<file path="src/rtl/pixel_pack_word.sv">
// pixel_pack_word: serial-to-parallel pixel packer.
// Collects IN_W-bit beats into OUT_W-bit words (MSB-first or LSB-first),
// supports frame-start realignment (in_sof), partial-word flush (in_flush)
// and a registered, backpressured output word.
// Optional statistics counters are built when PIXEL_PACK_STAT_EN is defined;
// otherwise stat_words/stat_drops are tied to zero.
module pixel_pack_word #(
    parameter int IN_W      = 1,
    parameter int OUT_W     = 16,
    parameter int MSB_FIRST = 1
) (
    input  logic                                 clk,
    input  logic                                 rst,
    input  logic                                 in_valid,
    output logic                                 in_ready,
    input  logic [IN_W-1:0]                      in_data,
    input  logic                                 in_sof,
    input  logic                                 in_flush,
    output logic                                 out_valid,
    input  logic                                 out_ready,
    output logic [OUT_W-1:0]                     out_data,
    output logic [$clog2(OUT_W/IN_W+1)-1:0]      out_cnt,
    output logic                                 out_last,
    output logic                                 sync_err,
    output logic [31:0]                          stat_words,
    output logic [15:0]                          stat_drops
);

    localparam int BEATS  = OUT_W / IN_W;
    localparam int CNT_W  = ($clog2(BEATS) > 1) ? $clog2(BEATS) : 1;
    localparam int OCNT_W = $clog2(BEATS + 1);
    localparam logic [CNT_W-1:0] LAST_POS = CNT_W'(BEATS - 1);

    logic [CNT_W-1:0]  cnt;
    logic [OUT_W-1:0]  acc;
    logic [CNT_W-1:0]  pos;
    logic [OUT_W-1:0]  beat_word;
    logic [OUT_W-1:0]  merged;
    logic              free;
    logic              accept;
    logic              complete;
    logic              drop;

    // Handshake, beat position and word-completion decode.
    always_comb begin
        free     = !out_valid || out_ready;
        in_ready = free || (!in_flush && (cnt != LAST_POS));
        accept   = in_valid && in_ready;
        pos      = in_sof ? '0 : cnt;
        complete = accept && (in_flush || (pos == LAST_POS));
        // A sof beat on a non-empty accumulator throws the partial word away.
        drop     = accept && in_sof && (cnt != '0);
    end

    // Place the incoming beat at its slot and merge with the accumulator.
    always_comb begin
        beat_word = '0;
        for (int k = 0; k < BEATS; k++) begin
            if (pos == CNT_W'(k)) begin
                if (MSB_FIRST != 0) begin
                    beat_word[OUT_W-1-k*IN_W -: IN_W] = in_data;
                end else begin
                    beat_word[k*IN_W +: IN_W] = in_data;
                end
            end
        end
        merged = (in_sof ? '0 : acc) | beat_word;
    end

    // Accumulator, beat counter and registered output word.
    always_ff @(posedge clk) begin
        if (rst) begin
            cnt       <= '0;
            acc       <= '0;
            out_valid <= 1'b0;
            out_data  <= '0;
            out_cnt   <= '0;
            out_last  <= 1'b0;
            sync_err  <= 1'b0;
        end else begin
            sync_err <= drop;
            if (out_valid && out_ready) begin
                out_valid <= 1'b0;
            end
            if (complete) begin
                out_valid <= 1'b1;
                out_data  <= merged;
                out_cnt   <= OCNT_W'(pos) + OCNT_W'(1);
                out_last  <= in_flush;
                acc       <= '0;
                cnt       <= '0;
            end else if (accept) begin
                acc <= merged;
                cnt <= pos + CNT_W'(1);
            end
        end
    end

`ifdef PIXEL_PACK_STAT_EN
    // Saturating counts of delivered words and of discarded partial words.
    always_ff @(posedge clk) begin
        if (rst) begin
            stat_words <= '0;
            stat_drops <= '0;
        end else begin
            if (out_valid && out_ready && (stat_words != 32'hFFFF_FFFF)) begin
                stat_words <= stat_words + 32'd1;
            end
            if (drop && (stat_drops != 16'hFFFF)) begin
                stat_drops <= stat_drops + 16'd1;
            end
        end
    end
`else
    assign stat_words = '0;
    assign stat_drops = '0;
`endif

endmodule

</file>
<file path="config.mk">
export PLATFORM = sky130hd
export DESIGN_NAME = pixel_pack_word
export DESIGN_NICKNAME = d
export VERILOG_FILES = /design/src/rtl/pixel_pack_word.sv
export SDC_FILE = /design/constraint.sdc
export NUM_CORES = 1
export LEC_CHECK = 0
export ABC_AREA = 1
export CELL_PAD_IN_SITES_DETAIL_PLACEMENT = 1
export CELL_PAD_IN_SITES_GLOBAL_PLACEMENT = 1
export CORE_ASPECT_RATIO = 1.5
export CORE_MARGIN = 2
export CORE_UTILIZATION = 32
export CTS_BUF_LIST = sky130_fd_sc_hd__clkbuf_8 sky130_fd_sc_hd__clkbuf_16
export DETAILED_ROUTE_END_ITERATION = 16
export GPL_TIMING_DRIVEN = 0
export PLACE_DENSITY = 0.77
export REMOVE_ABC_BUFFERS = 1
export SKIP_CTS_REPAIR_TIMING = 1
export SYNTH_ARGS = -nofsm -noshare
export SYNTH_HDL_FRONTEND = slang
export SYNTH_SLANG_ARGS = --single-unit
</file>
<file path="constraint.sdc">
create_clock -name clk -period 2.2 [get_ports clk]
set_input_delay 0.66 -clock clk [delete_from_list [all_inputs] [get_ports clk]]
set_output_delay 0.66 -clock clk [all_outputs]
set_load 0.02 [all_outputs]
</file>
==> flow_summary.toml <==
[status]
outcome = "finished clean"

[logic_synthesis]
synthMuxAreaShare_pct = 0
combined_area_of_all_synthesized_cells_um2 = 2420
number_of_register_bits_inferred_by_synthesis = 44
asyncSetResetFlopFracSynth_pct = 0
yosys.area.top_type_share_pct = 36.4
post_synthesis_share_of_cell_area_spent_on_xor_and_xnor_gates_pct = 0.362
synth_area_per_cell_um2 = 7.09
synthesis.yosys.warnings = 0
synthAdderAreaFrac_pct = 2.07
synth_compound_gate_area_share_pct = 11.0
number_of_enable_type_register_cells_in_the_synthesized_netlist = 0
combinational_family_with_the_most_area_after_synthesis = "simple AND/OR/NAND/NOR gates"
seq_area_frac_synth_pct = 36.4
synthSimpleGateAreaFrac_pct = 26.2
synth.area.top_cells = "sky130_fd_sc_hd__dfxtp_1 36%, sky130_fd_sc_hd__buf_4 15%, sky130_fd_sc_hd__nand2_1 9.8%, sky130_fd_sc_hd__nand3_1 7.0%, sky130_fd_sc_hd__a21oi_1 5.0%"
synth.largest_area_cell = "sky130_fd_sc_hd__dfxtp_1"
ys.flop_type = "sky130_fd_sc_hd__dfxtp_1"
synth.distinct_cells = 27
synthCells = 341

[routing]
postRouteAntennaNets = 0
route.final.wire_length_um = 6730
post_detailed_route_drc_marker_count = 0
first_iteration_detailed_routing_drc_count = 121
num_vias = 2206
viasPerCell = 4.67
drt_first_pass_iters = 4
post_drt_wl_per_cell_um = 14.3

[worst_setup_path]
worst_r2r_startpoint = "cnt[2]"
criticalPathCategory = "reg -> out"
cp_data_arrival_time_ns = 1.47
critical_path.startpoint_type = "register"
timing.reg2reg.worst_path_depth = 7
worstSetupEndpointType = "primary output"
startpoint = "cnt[2]"
worstPathRequired_ns = 1.54
critical_path.cell_chain = "nand2_1, o21ai_4, nand2_8, buf_4"
rrSetupSlack_ns = 0.32
critPathMaxStageDelay_ns = 0.45
timing.critical_path.fanout_max = 7
cpMaxStageDelayCell = "sky130_fd_sc_hd__dfxtp_1"

[flow_run]
max-cap-violations = 0

[place]
cell_area_after_placement_um2 = 2580
place.detailed.hpwl_um = 4120
global_placement_routability_congestion = 0.832
portBuffers = 31
placed_cells = 453

[clocking]
tritoncts_clock_tree = "yes"
maximum_buffer_depth_of_the_clock_tree = 2
clk-insertion-delay-late_ns = 0.30
clk_pin_slew_worst_paths_ns = 0.08
clock_tree.htree_level_count = 2
clock_tree.root_cell = "sky130_fd_sc_hd__clkbuf_8"
cts_buffers = 5
numClockSinks = 44

[final_layout]
final_nets = 382
insertedDiodeCount = 0
finish.utilization_pct = 39.6
area_growth_syn_to_layout_pct = 19.2
stdcell_count = 472
post_route_cell_area_um2 = 2880
drive_gt1_share_pct = 10.2

[pwr]
vdd.ir_drop.worst_mv = 0.301
p_leak_nw = 1.17
powerDensity_nw_per_um2 = 617

[timing]
clock.fmax_ghz = 0.470
clock_skew_ns = 0.0111
timing.final.setup_violations = 0
layout_min_cycle_time_ns = 2.13
report.final.hold_viol_count = 0
final_max_slew_violation_count = 0
final_min_period_over_clock_period_pct = 96.7
tightest_slew_ns = 0.780
timing.max_slew.rel_slack_pct = 48.0
fin_setup_tns_ns = 0

[die]
initial_core_util_pct = 33.2
dieWidth_um = 75.0
total_die_area_um2 = 8280
core-area_um2 = 7270
top_level_ports = 80
std_cell_rows = 38
dieHeight_um = 110

[global_routing]
grt_pass1_wl_um = 9780
grt_max_degree = 34
antenna_violations_before_repair = 0
global_route.usage.total_pct = 14.8
overflow = 0
grt_pass1_vias = 2079

[hold_path]
holdCritStartpoint = "acc[5]"
min-delay-path-class = "reg -> reg"
worstHoldPathCells = 2
==> sequential cells by signal, indices dropped and copies added (netlist names) <==
| signal | count |
|---|---|
| cnt | 4 |
| acc | 16 |
| sync_err | 1 |
| out_last | 1 |
| out_cnt | 5 |
| out_valid | 1 |
| out_data | 16 |
==> cell usage after synthesis, types with 2 or more instances <==
| library cell | n |
|---|---|
| sky130_fd_sc_hd__nor2_1 | 25 |
| sky130_fd_sc_hd__nand3_1 | 34 |
| sky130_fd_sc_hd__o21ai_0 | 21 |
| sky130_fd_sc_hd__nand2_1 | 63 |
| sky130_fd_sc_hd__o21ai_1 | 5 |
| sky130_fd_sc_hd__a21oi_1 | 24 |
| sky130_fd_sc_hd__nand4_1 | 11 |
| sky130_fd_sc_hd__inv_1 | 30 |
| sky130_fd_sc_hd__buf_2 | 11 |
| sky130_fd_sc_hd__nand2_2 | 2 |
| sky130_fd_sc_hd__clkbuf_1 | 5 |
| sky130_fd_sc_hd__inv_2 | 2 |
| sky130_fd_sc_hd__ha_1 | 4 |
| sky130_fd_sc_hd__dfxtp_1 | 44 |
| sky130_fd_sc_hd__buf_4 | 48 |
==> final timing paths <==
kind	end
worst max-delay path	in_ready
worst min-delay path	acc[5]
worst max register to register	acc[3]
worst min register to register	acc[5]
==> per-stage QoR <==
stage | total power, mW | hold slack [ns] | worst slack (ns)
finish | 1.78 | 0.468 | 0.0736
global route | 1.86 | 0.498 | -0.0936
CTS | 1.76 | 0.470 | -1.07
detailed placement | 1.08 | 0.457 | -1.38
global placement | 1.07 | 0.448 | -1.32
floorplan | 0.996 | 0.441 | 0.0114
==> cell type report <==
cell class / instances / area, µm²
well taps: 100 / 125
multi-input cells: 248 / 1240
clock inverters: 1 / 30.0
repair buffers: 39 / 383
flip-flops and latches: 44 / 882
fillers: 941 / 4390
inverters: 33 / 128
clock buffers: 7 / 96.3
==> layout by cell type, fill, tap and decap left out <==
cell / instances
sky130_fd_sc_hd__nand2_2: 2
sky130_fd_sc_hd__nand2_4: 3
sky130_fd_sc_hd__bufinv_16: 1
sky130_fd_sc_hd__nand3_1: 34
sky130_fd_sc_hd__nand2_8: 2
sky130_fd_sc_hd__inv_2: 3
sky130_fd_sc_hd__buf_12: 1
sky130_fd_sc_hd__o21ai_1: 5
sky130_fd_sc_hd__nand2_1: 61
sky130_fd_sc_hd__nor2_4: 2
sky130_fd_sc_hd__a21oi_1: 24
sky130_fd_sc_hd__clkbuf_8: 7
sky130_fd_sc_hd__nand3_4: 2
sky130_fd_sc_hd__dfxtp_1: 43
sky130_fd_sc_hd__ha_1: 4
sky130_fd_sc_hd__clkdlybuf4s50_1: 26
sky130_fd_sc_hd__inv_1: 29
sky130_fd_sc_hd__xnor2_1: 1
sky130_fd_sc_hd__o21ai_0: 21
sky130_fd_sc_hd__buf_4: 8
sky130_fd_sc_hd__o21ai_4: 1
sky130_fd_sc_hd__nor2_2: 2
sky130_fd_sc_hd__o21bai_1: 1
sky130_fd_sc_hd__nor2_1: 22
sky130_fd_sc_hd__nand3b_1: 1
sky130_fd_sc_hd__dfxtp_2: 1
sky130_fd_sc_hd__dlymetal6s2s_1: 3
sky130_fd_sc_hd__nand3_2: 1
sky130_fd_sc_hd__clkinvlp_4: 1
sky130_fd_sc_hd__conb_1: 48
sky130_fd_sc_hd__nand4_1: 11
sky130_fd_sc_hd__clkbuf_2: 1
==> cells by family (layout without fill, tap and decap cells) <==
logic type / Yosys count / in the layout
adder cells (fa/ha/maj): 4 / 4
XOR/XNOR: 1 / 1
AO/OA/AOI/OAI: 52 / 52
AND/OR/NAND/NOR: 140 / 143
buffers and inverters: 99 / 80
flip-flops: 44 / 44
other: 1 / 48
==> layer usage <==
metal	GRT usage (%)	part of all wire, %
met5	0	0
met2	26.7	53
met3	2.37	5.1
met4	5.71	3.2
met1	16.6	39
==> report_power, final <==
part           leakage [nW]  switching (mW)  total [mW]  internal [mW]
combinational         0.750           0.208       0.276         0.0686
clock                0.0645           0.281       0.682          0.401
sequential            0.357         0.00840       0.820          0.811
==> worst max-delay path: cells and delay by family (launching register included) <==
kind                   cells  cell delay [ns]
AND/OR/NAND/NOR            2             0.29
flip-flops                 1             0.45
AO/OA/AOI/OAI              1             0.26
buffers and inverters      1             0.17
(Power assumes the default switching activity.)
